[config.mk]
export PLATFORM = sky130hd
export DESIGN_NAME = pled_sequencer
export DESIGN_NICKNAME = d
export VERILOG_FILES = /design/src/rtl/pled_sequencer.sv
export SDC_FILE = /design/constraint.sdc
export NUM_CORES = 1
export LEC_CHECK = 0
export BUFFER_PORTS_ARGS = -buffer_cell sky130_fd_sc_hd__buf_2
export CAP_MARGIN = 10
export CORE_UTILIZATION = 50
export CTS_BUF_LIST = sky130_fd_sc_hd__clkbuf_4 sky130_fd_sc_hd__clkbuf_8 sky130_fd_sc_hd__clkbuf_16
export DETAILED_ROUTE_END_ITERATION = 8
export PLACE_DENSITY = 0.64
export SLEW_MARGIN = 20
export SYNTH_ARGS = -nofsm -noshare
export SYNTH_HDL_FRONTEND = slang
export SYNTH_SLANG_ARGS = --single-unit
[constraint.sdc]
create_clock -name clk -period 9.4 [get_ports clk]
set_clock_uncertainty 0.15 [all_clocks]
set_input_delay 0.94 -clock clk [delete_from_list [all_inputs] [get_ports clk]]
set_output_delay 0.94 -clock clk [all_outputs]
set_load 0.01 [all_outputs]
[src/rtl/pled_sequencer.sv]
`default_nettype none
// ============================================================================
// Module      : pled_sequencer
// Description : Three-channel power-LED PWM driver with a command-driven
//               colour fade. A prescaler produces a PWM tick every
//               COUNT_MAX+1 clocks; an 8-bit PWM counter advances on each
//               tick. Duties step toward the commanded target by STEP once
//               per PWM period, and only at period end.
//               Optional build macro PLED_GAMMA_EN applies a square-law
//               gamma curve to the duties before the PWM compare.
// Revision    : 1.0 - initial release
// ============================================================================
module pled_sequencer #(
    parameter int COUNT_MAX = 2700,
    parameter int STEP      = 1
) (
    input  logic        clk,
    input  logic        rst_n,
    input  logic        sw,
    input  logic        cmd_valid,
    input  logic [23:0] cmd_rgb,
    output logic        cmd_ready,
    output logic        busy,
    output logic        red,
    output logic        green,
    output logic        blue
);

    localparam int            PW           = (COUNT_MAX < 1) ? 1 : $clog2(COUNT_MAX + 1);
    localparam logic [PW-1:0] c_presc_max  = PW'(COUNT_MAX);
    localparam logic [7:0]    c_step       = 8'(STEP);

    typedef enum logic [0:0] {
        IDLE = 1'b0,
        FADE = 1'b1
    } state_t;

    state_t        state_q, state_d;
    logic [PW-1:0] presc_q;
    logic [7:0]    pwm_cnt_q;
    logic [7:0]    duty_r_q, duty_g_q, duty_b_q;
    logic [7:0]    tgt_r_q, tgt_g_q, tgt_b_q;
    logic          red_q, green_q, blue_q;

    logic          w_tick;
    logic          w_period_end;
    logic          w_at_target;
    logic          w_accept;
    logic [7:0]    w_eff_r, w_eff_g, w_eff_b;

    // Move one duty toward its target by at most c_step; the clamp to the
    // target prevents both overshoot and 8-bit wrap.
    function automatic logic [7:0] f_step_toward(input logic [7:0] cur,
                                                 input logic [7:0] tgt);
        logic [7:0] diff;
        if (cur < tgt) begin
            diff = tgt - cur;
            return (diff > c_step) ? (cur + c_step) : tgt;
        end else begin
            diff = cur - tgt;
            return (diff > c_step) ? (cur - c_step) : tgt;
        end
    endfunction

    // Duty value actually used in the PWM compare.
    function automatic logic [7:0] f_eff(input logic [7:0] d);
`ifdef PLED_GAMMA_EN
        logic [15:0] sq;
        sq = {8'd0, d} * {8'd0, d};
        return sq[15:8];
`else
        return d;
`endif
    endfunction

    assign w_tick       = !sw && (presc_q == c_presc_max);
    assign w_period_end = w_tick && (pwm_cnt_q == 8'hFF);
    assign w_at_target  = (duty_r_q == tgt_r_q) && (duty_g_q == tgt_g_q) &&
                          (duty_b_q == tgt_b_q);
    assign cmd_ready    = rst_n && (state_q == IDLE);
    assign busy         = (state_q == FADE);
    assign w_accept     = cmd_valid && cmd_ready;
    assign w_eff_r      = f_eff(duty_r_q);
    assign w_eff_g      = f_eff(duty_g_q);
    assign w_eff_b      = f_eff(duty_b_q);
    assign red          = red_q;
    assign green        = green_q;
    assign blue         = blue_q;

    // Next-state logic: accept a command in IDLE, leave FADE once all duties match.
    always_comb begin
        state_d = state_q;
        case (state_q)
            IDLE:    if (w_accept)    state_d = FADE;
            FADE:    if (w_at_target) state_d = IDLE;
            default:                  state_d = IDLE;
        endcase
    end

    // State register.
    always_ff @(posedge clk) begin
        if (!rst_n) state_q <= IDLE;
        else        state_q <= state_d;
    end

    // PWM timebase: prescaler and PWM counter, both frozen while paused.
    always_ff @(posedge clk) begin
        if (!rst_n) begin
            presc_q   <= '0;
            pwm_cnt_q <= 8'd0;
        end else begin
            if (!sw) presc_q <= (presc_q == c_presc_max) ? '0 : presc_q + PW'(1);
            if (w_tick) pwm_cnt_q <= pwm_cnt_q + 8'd1;
        end
    end

    // Target capture on an accepted command; duties step only at period end.
    always_ff @(posedge clk) begin
        if (!rst_n) begin
            tgt_r_q  <= 8'd0;
            tgt_g_q  <= 8'd0;
            tgt_b_q  <= 8'd0;
            duty_r_q <= 8'd0;
            duty_g_q <= 8'd0;
            duty_b_q <= 8'd0;
        end else begin
            if (w_accept) begin
                tgt_r_q <= cmd_rgb[23:16];
                tgt_g_q <= cmd_rgb[15:8];
                tgt_b_q <= cmd_rgb[7:0];
            end
            if ((state_q == FADE) && w_period_end) begin
                duty_r_q <= f_step_toward(duty_r_q, tgt_r_q);
                duty_g_q <= f_step_toward(duty_g_q, tgt_g_q);
                duty_b_q <= f_step_toward(duty_b_q, tgt_b_q);
            end
        end
    end

    // Registered PWM compare; outputs hold their value while paused.
    always_ff @(posedge clk) begin
        if (!rst_n) begin
            red_q   <= 1'b0;
            green_q <= 1'b0;
            blue_q  <= 1'b0;
        end else if (!sw) begin
            red_q   <= (pwm_cnt_q < w_eff_r);
            green_q <= (pwm_cnt_q < w_eff_g);
            blue_q  <= (pwm_cnt_q < w_eff_b);
        end
    end

endmodule
`default_nettype wire

[Word-level counts from Yosys, hierarchy flattened]
Cells that the tools add are included.
Operators by class
  $add $sub $neg: 14
  magnitude comparators: 12
  equal/unequal tests: 5
  mux-type cells: 13
  bitwise gates (word level): 1
  reductions and logical operators: 8
Operators with widths (number)
  $mux 8: 9
  $gt 8x1->1 const B: 6
  $lt 8x8->1: 6
  $sub 8x8->8: 6
  $add 8x1->8 const B: 4
  $eq 8x8->1: 3
  $sub 8x1->8 const B: 3
  $add 12x1->12 const B: 1
  $eq 12x12->1 const B: 1
  $mux 12: 1
  $eq 8x8->1 const B: 1
  $logic_and 1x1->1: 7
  $mux 1: 2
  $pmux 1 s2: 1
  $logic_not 1->1: 1
  $not 1->1: 1
Word-level totals
  register bits after elaboration: 72
  input bits: 28
  output and inout bits: 5
  logic and storage cells: 65

[Longest topological paths before layout]
Gate-level depths: netlist of the first run.
  depth after elaboration: 5
  depth in mapped cells: 13
  mapped depth without buffers: 11

[Least setup slack after synthesis of the first run]
Ideal clock, no wire load.
  kind: register -> register
  from: register duty_r_q[2]
  to: register duty_r_q[0]
  setup time: 74 ps
  arrival time: 2970 ps
  required time: 9176 ps
  path slack: 6206 ps
  cell stages (with the launch flop): 13
  buffers on the path: 2
  period minus slack after synthesis: 3194 ps
  path through: dfxtp_1 > clkbuf_1 > inv_1 > ha_1 > buf_2 > nor2b_1 > o21a_1 > a2111o_1 > a221oi_1 > nand3_2 > mux2_4 > or3_1 > a31oi_1
Between the ends
  cells in the longest elaborated chain, start to end: 4
  elaborated cells between the ends (all ways): 8
  those cells by class: 2 x add/sub; 3 x order compare; 3 x mux
Ends and longest elaborated chain
  from (decl): RTL line 41  | logic [7:0] duty_r_q, duty_g_q, duty_b_q;
  from (signal assigned): RTL line 133  | duty_r_q <= f_step_toward(duty_r_q, tgt_r_q);
  $sub 8x8->8 (on tied branches): RTL line 60, 57
  $gt 8x1->1 (on tied branches): RTL line 61, 58
  $mux 8 (on tied branches): RTL line 61, 58
  $mux 8 (*): RTL line 56  | if (cur < tgt) begin
Every way passes the cells marked *; elsewhere a longest branch is shown, timed or not.
A chain may end at the register's enable or synchronous reset.

[Final worst setup path of the first run]
  from: register duty_b_q[1]
  to: register duty_b_q[6]
Between the ends
  cells in the longest elaborated chain, start to end: 4
  elaborated cells between the ends (all ways): 10
  those cells by class: 4 x add/sub; 3 x order compare; 3 x mux
Ends and longest elaborated chain
  from (decl): RTL line 41
  from (signal assigned): RTL line 135  | duty_b_q <= f_step_toward(duty_b_q, tgt_b_q);
  $sub 8x8->8 (on tied branches): RTL line 60, 57
  $gt 8x1->1 (on tied branches): RTL line 61, 58
  $mux 8 (on tied branches): RTL line 61, 58
  $mux 8 (*): RTL line 56
Marks and branches as above.

==> results.txt, run 1 <==
The run finished with clean final reports. The clock sink count came out at 72. In this run, distinct cell masters in the synthesized netlist total 73. The area share of the leading cell type in the synthesized netlist came out at 0.215.

The total number of vias is 6399. The number of detailed-routing iterations run before antenna repair came out at 7. The clock buffer count from CTS is 9. The count of nets left with antenna violations once routing finished came out at 0. The initial antenna violation count came out at 0. The total I/O pin count is 33.

The transition time at the pin with the least slew margin came out at 979 ps. Counting tap cells, the placed design contains a total of 1020 instances. The leakage power of the design came out at 2.90 nW.

The area taken by multi-input logic gates came out at 0.00481 mm². The H-tree was split into 3 levels. The number of max-slew violations in the final report was 0. Of the cells placed in the final design, the portion with a size suffix greater than 1 is 0.0787. Dividing the detail-routed via count by the number of cells gives 6.18. The clock passes through at most 2 buffers. The number of antenna diodes in the final layout is 0. Summed over all failing endpoints, the final setup total negative slack is 0 ps.

The number of I/O port buffers is 32. STA puts the critical path data arrival time at 3980 ps. The most critical setup path has its startpoint at duty_b_q[1]. The mean routed wirelength per cell is 17.9 µm. The average cell area after synthesis came out at 7.78 µm². For this run, global-route usage on met2 was measured as 0.432. The die outline height is 118 µm. The largest voltage drop on the vdd net came out at 0.101 mV. The slowest stage of the critical path belongs to the cell sky130_fd_sc_hd__or4_1.

The sum of overflow across all layers after global routing came out at 0. By area the synthesized netlist is led by sky130_fd_sc_hd__dfxtp_1, sky130_fd_sc_hd__ha_1, sky130_fd_sc_hd__xnor2_1. In the finished design, the share of the clock period the worst path needs comes to 0.415. The maximum cell stage delay along the critical path is 780 ps. The mapped cell area is 0.00670 mm².

The worst setup path is launched from a flip-flop. The endpoint of the lowest-slack register-to-register path is duty_b_q[6]. The register-to-register setup slack is 5500 ps. The detailed router's first-iteration violation count is 593. Detailed placement finished with a half-perimeter wire length of 13.8 mm.

In this run the worst setup path terminates at duty_b_q[6]. From left edge to right edge, the die measures 118 µm. Clock-pin slew was measured on the worst setup and hold paths at 60 ps.

The relative slew slack is 0.346. The maximum fanout along the worst path is 12. Summing all flip-flop and latch instances after layout gives 0.00144 mm². For the worst-skew pair, the clock arrives at the later sink with an insertion delay of 350 ps. Traced cell by cell, the critical path runs through inv_1, ha_1, nor2b_1, o21a_1, a2111oi_0, a21oi_1, or4_1, o22ai_2, a221oi_1, or3_1.

Entering global routing, the biggest net connects 52 pins. The synthesized net count is 970. The detailed-route wire length is 18.6 mm. The layout-stage area growth over the synthesis result came out at 7.81%. The routability-driven placement congestion ratio is 0.951. The max-cap check violation count came out at 0. The synthesized flop and latch total is 72.

The number of hold-repair buffers added at the cts stage is 0. The global-route wire length before repair came out at 30.9 mm. The number of enable flip-flop cells after synthesis is 0. Fill cells in the final layout number 1238.

The startpoint identified for the worst register-to-register timing path is duty_b_q[1]. The clock tree from TritonCTS is done. The finished layout holds 1036 standard cells, fillers aside. Setup violations remaining at the end of the flow were counted as 0. The cell sitting at the root of the clock tree is a sky130_fd_sc_hd__clkbuf_16. Setup repair after global routing left no endpoint under its margin. The proportion of register bits with asynchronous set or reset after synthesis is 0. The peak clock frequency supported by timing is 0.256 GHz. The power density relative to cell area is 129 mW/mm².

The die covers 0.0139 mm². The cell count after synthesis is 861. The final cell utilization of the core is 0.563. The most used flip-flop cell after synthesis is sky130_fd_sc_hd__dfxtp_1. The largest total area in the synthesized netlist belongs to sky130_fd_sc_hd__dfxtp_1. Row generation in the floorplan step produced 41 rows. The area inside the core boundary is 0.0128 mm². The sequential fraction of the synthesis area came out at 0.215. The smallest setup slack after layout came out at 5500 ps. OpenSTA, run right after detailed placement, puts the worst setup slack at 5310 ps. The via count of the first global-routing pass is 6060. The class of the tightest hold or removal check is reg -> reg. The post-CTS setup buffer count came out at 0. Counting instances in the post-synthesis netlist gives the leading cell types as sky130_fd_sc_hd__ha_1, sky130_fd_sc_hd__nand2_1, sky130_fd_sc_hd__dfxtp_1, sky130_fd_sc_hd__inv_1, sky130_fd_sc_hd__nor2_1.

The data required time of the critical path came out at 9480 ps. The initial utilization of the core area, before any placement, comes to 0.522. After detailed routing, the number of remaining DRC violations is 0. The met1 demand-to-capacity share in global routing came out at 0.369.

Measured in cells, the most critical reg-to-reg path has a length of 10. The global router's overall resource usage is 0.275. The hold violation count in the final report is 0.

The number of gates given a new drive strength after cts is 0. The Yosys warning count came out at 0. The met3 capacity usage during global routing came out at 0.0514.

The final net count came out at 968. The critical path in this run is classified as reg -> reg. Overall power consumption after layout is estimated at 0.934 mW.

Subtracting the final worst setup slack from the clock period gives 3900 ps. The worst setup path is captured at a flip-flop. The peak-usage layer in the global routing report is met2.
==> worst max-delay path, delay by kind of cell, from the launching register on <==
kind / cells / cell delay, ps
fa+ha+maj: 1 / 380
flops: 1 / 520
simple gates: 3 / 1280
compound gates: 5 / 1220
buf+inv: 1 / 220
==> sequential cells by signal, summed over array words and instances, names as in the netlist <==
register   count
duty_g_q       8
blue           1
duty_r_q       8
busy           1
red            1
duty_b_q       8
pwm_cnt_q      8
tgt_g_q        8
tgt_r_q        8
green          1
presc_q       12
tgt_b_q        8
==> report_power, final <==
group | switching (mW) | internal [mW] | total [mW]
logic | 0.138 | 0.0911 | 0.229
registers | 0.00896 | 0.314 | 0.323
clock network | 0.145 | 0.237 | 0.382
==> per-stage QoR <==
| step | hold slack, ps | area (µm²) |
|---|---|---|
| final | 370 | 7220 |
| after global routing | 392 | 7220 |
| after CTS | 376 | 7210 |
| after detailed placement | 365 | 6890 |
| after global placement | 346 | 6890 |
| after floorplan | 315 | 6700 |
==> cells by family after synthesis <==
kind of cell / Yosys count / share of synthesized area
AO/OA/AOI/OAI: 229 / 0.240
XOR/XNOR: 48 / 0.0628
adder cells (fa/ha/maj): 81 / 0.158
buffers and inverters: 115 / 0.0687
flip-flops: 72 / 0.215
multiplexers: 24 / 0.0374
AND/OR/NAND/NOR: 292 / 0.218
==> per-layer routing <==
metal	wire length, µm	share of wire
met1	8620	0.46
met2	8500	0.46
met4	504	0.027
met3	960	0.052
met5	0	0
==> cell usage in the layout (no fill, tap or decap), drive strengths merged, types with 7 or more instances in the layout <==
master,netlist,layout
mux2i,19,19
xnor2,33,33
nor3,28,28
a31oi,13,13
inv,67,68
and3,12,12
a211oi,14,14
nor4,7,7
xor2,15,15
a21oi,43,43
o31ai,30,30
nand2,75,75
ha,75,75
buf,16,34
clkbuf,31,10
o211ai,8,8
o21ai,33,33
dfxtp,72,72
a21o,18,18
o21a,12,12
nand2b,14,14
nor2b,24,24
nand4,11,11
o2111ai,8,8
nor2,61,61
nand3,35,35
or3,7,7
==> worst min path at each step <==
stage                            from          end  slack [ps]  depth (start not counted)
after detailed placement   presc_q[2]   presc_q[2]         360                          2
final                      presc_q[2]   presc_q[2]         370                          2
after CTS                  tgt_r_q[7]   tgt_r_q[7]         380                          2
after floorplan            tgt_r_q[7]   tgt_r_q[7]         320                          2
after global routing       tgt_r_q[7]   tgt_r_q[7]         390                          2
after global placement    presc_q[11]  presc_q[11]         350                          2
==> cell type report <==
| type | count | share of cell area |
|---|---|---|
| tap | 172 | 0.0298 |
| sequential | 72 | 0.200 |
| multi-input combinational | 674 | 0.666 |
| clock inverter | 6 | 0.0126 |
| timing repair buffer | 34 | 0.0243 |
| clock buffer | 10 | 0.0322 |
| inverter | 68 | 0.0353 |
No activity file was read; power rests on OpenSTA's default activity.
==> run 2, diff against run 1 <==
Settings changed: ABC_AREA from default to 1.
Clock period 9.4 ns to 3.66 ns, I/O delays scaled along.
==> run 2 against run 1 <==
Utilization is 0.51 points lower; via count up 14%; design area increased by 9.3%; wire length grew 5.5%; maximum frequency is 35% higher; non-clock buffer count rose by 2; die area up 9.8%; total power grew to 2.6 times the previous value; combinational power grew to 3.2 times the previous value; flip-flop and latch count unchanged; sequential power increased to 2.6 times the previous value; sequential share of layout area is 1.7 points lower; critical endpoint is now duty_r_q[6]; highest routed layer unchanged.
==> results.txt, run 2 <==
The class of the tightest hold or removal check is in -> reg. The post-placement setup slack was 808 ps (-4500 ps). The layout-stage area growth over the synthesis result came out at 7.17%. The peak clock frequency supported by timing came to 0.345 GHz (+35%).

The proportion of register bits with asynchronous set or reset after synthesis is 0 (unchanged). The count of unique library cells instantiated by Yosys was 45 (-38%). The critical path goes through inv_1, ha_1, fa_1, inv_1, nand3_1, nand2_1, nand2_1, nand2_1, nand3_1, nor2_4, nand2_2, nand2_1, nand3_1, nand3_1, nand2_1, inv_1. The most repeated library cell on the critical path is sky130_fd_sc_hd__nand2_1. The flow ran to the end, and the final reports show no timing, DRC or antenna violations. The final clock period utilization by the worst path is 0.791 (+0.376). The HPWL after detailed placement was 14.9 mm (+7.7%). The leakage power of the design came out at 3.84 nW (+32%). The number of cell rows is 43 (+4.9%). The maximum cell stage delay along the critical path came out at 460 ps (-320 ps). The synthesized flop and latch total came out at 72 (unchanged).

The data arrival time at the worst-slack endpoint is 3030 ps (-950 ps). The antenna diode instance count was 0 (unchanged). The area inside the core boundary is 0.0141 mm² (+10%).

The maximum fanout along the worst path is 9 (-3). The largest voltage drop on the vdd net came to 0.233 mV (+130%). The number of gates given a new drive strength after cts came out at 0 (unchanged). The clock transition time at the flip-flop clock pins of the worst setup and hold paths came out at 60 ps (about the same).

The total I/O pin count is 33 (unchanged). The width of the die is 123 µm (+4.8%). The average cell area after synthesis came out at 6.44 µm² (-17%).

The initial core utilization came out at 0.521 (-0.00161). The type of the worst setup path is reg -> reg. The largest net degree at the start of global routing came to 50 (-3.8%). The most common cell in the synthesized netlist is sky130_fd_sc_hd__nand2_1. The relative slew slack came out at 0.391 (+0.0448). The number of buffer and inverter stages on the critical path came to 3 (+2). The number of hold-repair buffers added at the cts stage came out at 0 (unchanged). In the layout the commonest cells are sky130_fd_sc_hd__nand2_1, sky130_fd_sc_hd__nand3_1, sky130_fd_sc_hd__inv_1. The master of the slowest instance on the critical path is sky130_fd_sc_hd__dfxtp_1.

The total placed cells including tap cells is 1330 (+30%). Among cell families on the critical path, the largest total delay comes from simple AND/OR/NAND/NOR gates. The die footprint came to 0.0152 mm² (+9.8%). The aggregate negative setup slack came out at 0 ps (unchanged).

The final number of setup-violating endpoints came out at 0 (unchanged). The data required time of the critical path is 3800 ps (-5680 ps). The final net count was 1270 (+31%). The biggest area contributor in the post-synthesis netlist is sky130_fd_sc_hd__dfxtp_1. The post-detailed-route count of antenna-violating nets is 0 (unchanged). The total number of H-tree levels is 3 (unchanged). Leaving out fill and tap cells, the most frequent cell in the layout is sky130_fd_sc_hd__nand2_1.

The post-synthesis adder-cell area fraction came to 0.144 (-0.0144). The smallest setup slack after layout is 764 ps (-4730 ps). The clock tree from TritonCTS is done. The flip-flop count of the largest register after layout came out at 12 (unchanged). The synthesized net count was 1254 (+29%). The mapped cell area is 0.00737 mm² (+10%). The area share of the leading cell type in the synthesized netlist came out at 0.196 (-0.0195). The number of max-slew violations in the final report is 0 (unchanged). The max-cap check violation count came out at 0 (unchanged).

The clock root buffer is sky130_fd_sc_hd__clkbuf_16. The worst hold margin came out at 145 ps (-225 ps). The routability-driven placement congestion ratio is 0.897 (-5.7%). The detailed router's first-iteration violation count is 554 (-6.6%). The worst setup path is captured at a flip-flop.

The hold violation count in the final report came out at 0 (unchanged). The share of the synthesized netlist area taken by xor and xnor gates came out at 0.0380 (-0.0247). The type of origin of the critical path is a flip-flop. The final period demand of the worst path is 2900 ps (-1010 ps). The fraction of the mapped netlist area in simple logic gates is 0.383 (+0.165).

Among all flip-flop cells after synthesis, the most frequent one is sky130_fd_sc_hd__dfxtp_1. The cell count after synthesis was 1145 (+33%). The Yosys warning count came to 0 (unchanged). The number of filler cells placed in the layout came to 1449 (+17%). The initial antenna violation count was 0 (unchanged).

The mean routed wirelength per cell is 14.6 µm (-19%). The detailed-route wire length came out at 19.6 mm (+5.5%). The clock sink count is 72 (unchanged). The worst-skew pair later-pin latency is 340 ps (about the same). The total number of vias came to 7297 (+14%). Sorting the synthesized cells by area gives the leading types as sky130_fd_sc_hd__dfxtp_1, sky130_fd_sc_hd__nand2_1, sky130_fd_sc_hd__ha_1.

The multiplexer share of the synthesized area is 0 (-0.0374). The final cell utilization of the core is 0.558 (-0.00507). The transition time at the pin with the least slew margin is 911 ps (-67.6 ps).

The detailed-route vias per instance was 5.42 (-12%). The register name with the most flops is presc_q. The global router's overall resource usage came to 0.267 (-0.00822).

The share of the synthesized area in compound gates (AO/OA/AOI/OAI) is 0.125 (-0.115). The clock buffer count from CTS is 9 (unchanged). The post-CTS setup buffer count came out at 0 (unchanged). The power density relative to cell area is 309 mW/mm² (+140%). The deepest clock path buffer count came out at 2 (unchanged). The die outline height came out at 123 µm (+4.8%). Setup repair after global routing left no endpoint under its margin. The sum of overflow across all layers after global routing came out at 0 (unchanged). The number of enable flip-flop cells after synthesis is 0 (unchanged).

The global-route wire length before repair is 31.6 mm (+2.3%). The number of detailed-routing iterations run before antenna repair came out at 5 (-2). The final routed DRC violation total came out at 0 (unchanged).

The sequential fraction of the synthesis area is 0.196 (-0.0195). The layout cell share with drive strength beyond 1 is 0.115 (+0.0362). The via count of the first global-routing pass came out at 6380 (+5.3%).

The number of I/O port buffers was 32 (unchanged). The largest family of logic cells by synthesized area is simple AND/OR/NAND/NOR gates. Sorting the synthesized cells by how often they occur yields sky130_fd_sc_hd__nand2_1, sky130_fd_sc_hd__nand3_1, sky130_fd_sc_hd__inv_1, sky130_fd_sc_hd__a21oi_1, sky130_fd_sc_hd__ha_1. The filler-free cell count of the finished design came out at 1346 (+30%).
-- run 2: per-layer routing --
metal	share of wire	track usage	wire (µm)	up-vias
li1	-	-	-	3788
met1	0.48	0.364	9350	3280
met5	0	0	0	-
met4	0.019	0.0851	378	0
met3	0.050	0.0355	984	25
met2	0.45	0.433	8900	204
-- run 2: worst paths after layout --
check | depth (start not counted) | startpoint | slack, ps | endpoint
setup / recovery | 16 | duty_r_q[0] | 760 | duty_r_q[6]
hold / removal | 3 | cmd_rgb[5] | 140 | tgt_b_q[5]
setup reg to reg | 16 | duty_r_q[0] | 760 | duty_r_q[6]
hold reg to reg | 2 | green | 320 | green
-- run 2: kinds of logic (layout without fill, tap and decap cells) --
group           Yosys count  count (layout)
simple gates            597             597
fa+ha+maj                81              81
buf+inv                 207             228
xor+xnor                 32              32
compound gates          156             156
flops                    72              72
-- run 2: report_power, final --
part / internal, mW / total, mW / switching (mW)
clock: 0.515 / 0.875 / 0.360
combinational: 0.233 / 0.743 / 0.509
sequential: 0.806 / 0.824 / 0.0185
-- run 2: worst register-to-register path, cell delays in order (launching register included) --
cell,delay [ps]
sky130_fd_sc_hd__dfxtp_1,460
sky130_fd_sc_hd__inv_1,200
sky130_fd_sc_hd__ha_1,280
sky130_fd_sc_hd__fa_1,410
sky130_fd_sc_hd__inv_1,100
sky130_fd_sc_hd__nand3_1,90
sky130_fd_sc_hd__nand2_1,120
sky130_fd_sc_hd__nand2_1,50
sky130_fd_sc_hd__nand2_1,60
sky130_fd_sc_hd__nand3_1,110
sky130_fd_sc_hd__nor2_4,230
sky130_fd_sc_hd__nand2_2,170
sky130_fd_sc_hd__nand2_1,90
sky130_fd_sc_hd__nand3_1,90
sky130_fd_sc_hd__nand3_1,120
sky130_fd_sc_hd__nand2_1,60
sky130_fd_sc_hd__inv_1,50
-- run 2: layout make-up --
cell class	instances	area, µm²	area share
sequential	72	1440	0.183
clock inverter	3	25.0	0.00317
timing repair buffer	36	190	0.0241
tap	180	225	0.0285
multi-input combinational	866	5080	0.643
inverter	176	666	0.0843
clock buffer	13	268	0.0339
-- run 2: through the flow --
step | area (µm²) | power, mW
floorplan | 7370 | 1.41
global placement | 7600 | 1.57
detailed placement | 7600 | 1.57
CTS | 7900 | 2.45
global route | 7900 | 2.59
finish | 7900 | 2.44
==> run 3, diff against run 2 <==
Clock period 3.66 ns to 2.8 ns, I/O delays scaled along.
==> run 3 against run 2 <==
Sequential power up 31%; via count up 2.5%; wire length up 1.4%; count of clock-buffer cells in the layout down 4; critical path depth unchanged; total power up 42%; utilization up 2.8 points; largest cell class unchanged.
==> results.txt, run 3 (synthesized netlist as in run 2, its figures left out) <==
The total number of vias came out at 7481 (+2.5%). The number of detailed-routing iterations run before antenna repair was 4 (-1). The relative slew slack is 0.672 (+0.281). The max-cap check violation count is 0 (unchanged). The register name with the most flops is presc_q. The final number of setup-violating endpoints came out at 0 (unchanged). The register-to-register setup slack is 260 ps (-510 ps). The startpoint identified for the worst hold timing path is cmd_rgb[2]. The class of the tightest hold or removal check is in -> reg.

The largest net degree at the start of global routing is 50 (unchanged). The total number of H-tree levels is 3 (unchanged). The width of the die was 123 µm (unchanged). The mean routed wirelength per cell is 14.3 µm (-1.9%). The deepest clock path buffer count is 2 (unchanged). The type of the worst setup path is reg -> reg. The final cell utilization of the core is 0.586 (+0.0279).

The die footprint is 0.0152 mm² (unchanged). The via count of the first global-routing pass came out at 6862 (+7.6%). The post-detailed-route count of antenna-violating nets is 0 (unchanged). The power density relative to cell area is 418 mW/mm² (+35%).

The final period demand of the worst path is 2540 ps (-354 ps). The initial antenna violation count came out at 0 (unchanged). The flip-flop count of the largest register after layout was 12 (unchanged). The final routed DRC violation total is 0 (unchanged). The sort of element at the end of the critical path is a flip-flop. The layout cell share with drive strength beyond 1 came out at 0.152 (+0.0370).

The startpoint of the worst setup timing path is duty_r_q[0]. The clock buffer count from CTS came out at 9 (unchanged). The global router's overall resource usage was 0.279 (+0.0119). The sum of overflow across all layers after global routing is 0 (unchanged). The initial core utilization was 0.521 (unchanged). The number of max-slew violations in the final report is 0 (unchanged).

The launch instance of the worst register-to-register path is duty_r_q[0]. The antenna diode instance count came to 0 (unchanged). The worst hold margin came out at 48.9 ps (-95.7 ps). The number of cell rows was 43 (unchanged). The routability-driven placement congestion ratio is 0.863 (-3.7%). Setup repair after global routing left no endpoint under its margin. The largest voltage drop on the vdd net came out at 0.259 mV (+11%).

The detailed-route vias per instance is 5.38 (-0.80%). Leaving out fill and tap cells, the most frequent cells in the layout are sky130_fd_sc_hd__nand2_1, sky130_fd_sc_hd__nand3_1, sky130_fd_sc_hd__inv_1. The run finished with clean final reports.

The total I/O pin count is 33 (unchanged). The worst setup path is launched from a flip-flop. The clock transition time at the flip-flop clock pins of the worst setup and hold paths came out at 70 ps (about the same). The detailed router's first-iteration violation count is 533 (-3.8%). The cell sitting at the root of the clock tree is a sky130_fd_sc_hd__clkbuf_16. The area inside the core boundary came out at 0.0141 mm² (unchanged). The data required time of the critical path came out at 2900 ps (-900 ps). The library cell used most frequently in the layout, excluding fill and tap cells, is sky130_fd_sc_hd__nand2_1. The HPWL after detailed placement is 15.1 mm (+1.9%). The aggregate negative setup slack was 0 ps (unchanged). The number of I/O port buffers came out at 32 (unchanged).

The data arrival time at the worst-slack endpoint came out at 2640 ps (-390 ps). Relative to the synthesized area, the layout overhead comes to 12.5%. The detailed-route wire length is 19.9 mm (+1.4%). The final net count is 1315 (+3.5%). The peak clock frequency supported by timing came to 0.393 GHz (+14%). The leakage power of the design is 4.09 nW (+6.5%). The transition time at the pin with the least slew margin came out at 492 ps (-419 ps). The final clock period utilization by the worst path is 0.908 (+0.117). The maximum fanout along the worst path is 6 (-3). The global-route wire length before repair is 33.2 mm (+5.2%).

The die outline height was 123 µm (unchanged). The hold violation count in the final report is 0 (unchanged). The clock sink count was 72 (unchanged). The number of hold-repair buffers added at the cts stage was 0 (unchanged). The worst-skew pair later-pin latency is 350 ps (about the same).

TritonCTS built the clock tree.
[run 3: final timing paths]
check                                    to  depth (start not counted)
worst max-delay path            duty_r_q[1]                         16
worst max register to register  duty_r_q[1]                         16
worst min-delay path             tgt_b_q[2]                          3
worst min register to register         blue                          2
[run 3: report_power, final]
group          internal (mW)  total (mW)  switching, mW
sequential              1.05        1.08         0.0235
clock                  0.800        1.34          0.536
combinational          0.365        1.05          0.687
total                   2.22        3.46           1.25
[run 3: layout make-up]
type / count / area (µm²)
Clock inverter: 7 / 108
Inverter: 176 / 666
Timing Repair Buffer: 81 / 528
Clock buffer: 9 / 225
Sequential cell: 72 / 1440
Tap cell: 180 / 225
Multi-Input combinational cell: 866 / 5100
Fill cell: 1380 / 5860
[run 3: routing by layer]
| layer | vias to the layer above | global-route usage | share of wire |
|---|---|---|---|
| met5 | - | 0 | 0 |
| met3 | 32 | 0.0429 | 0.052 |
| met1 | 3368 | 0.367 | 0.47 |
| li1 | 3869 | - | - |
| met2 | 212 | 0.462 | 0.46 |
| met4 | 0 | 0.0926 | 0.022 |
[run 3: per-stage QoR]
stage / total power, mW / area, µm² / std cells / setup slack, ps
final: 3.46 / 8290 / 1391 / 258
after global routing: 3.66 / 8290 / 1391 / 28.2
after CTS: 3.47 / 8250 / 1388 / 122
after detailed placement: 2.12 / 7920 / 1372 / 122
after global placement: 2.12 / 7920 / 1372 / 166
after floorplan: 1.84 / 7370 / 1145 / 321
[run 3: timing repair]
| action | CTS | global route |
|---|---|---|
| setup endpoints to repair | 0 | 16 |
| setup buffers | 0 | 3 |
| resized for setup | 0 | 7 |
[run 3: critical path, cell delays in order (launching register included)]
cell                      delay, ps
sky130_fd_sc_hd__dfxtp_1        350
sky130_fd_sc_hd__inv_1           70
sky130_fd_sc_hd__ha_1           220
sky130_fd_sc_hd__fa_1           400
sky130_fd_sc_hd__inv_1           90
sky130_fd_sc_hd__nand3_1         90
sky130_fd_sc_hd__nand2_1        100
sky130_fd_sc_hd__nand2_1         60
sky130_fd_sc_hd__nand2_1         70
sky130_fd_sc_hd__nand3_1        120
sky130_fd_sc_hd__nor2_4         210
sky130_fd_sc_hd__buf_4          160
sky130_fd_sc_hd__nand3_1         70
sky130_fd_sc_hd__nand3_1        100
sky130_fd_sc_hd__nand3_1         80
sky130_fd_sc_hd__nand2_1         80
sky130_fd_sc_hd__inv_1           40
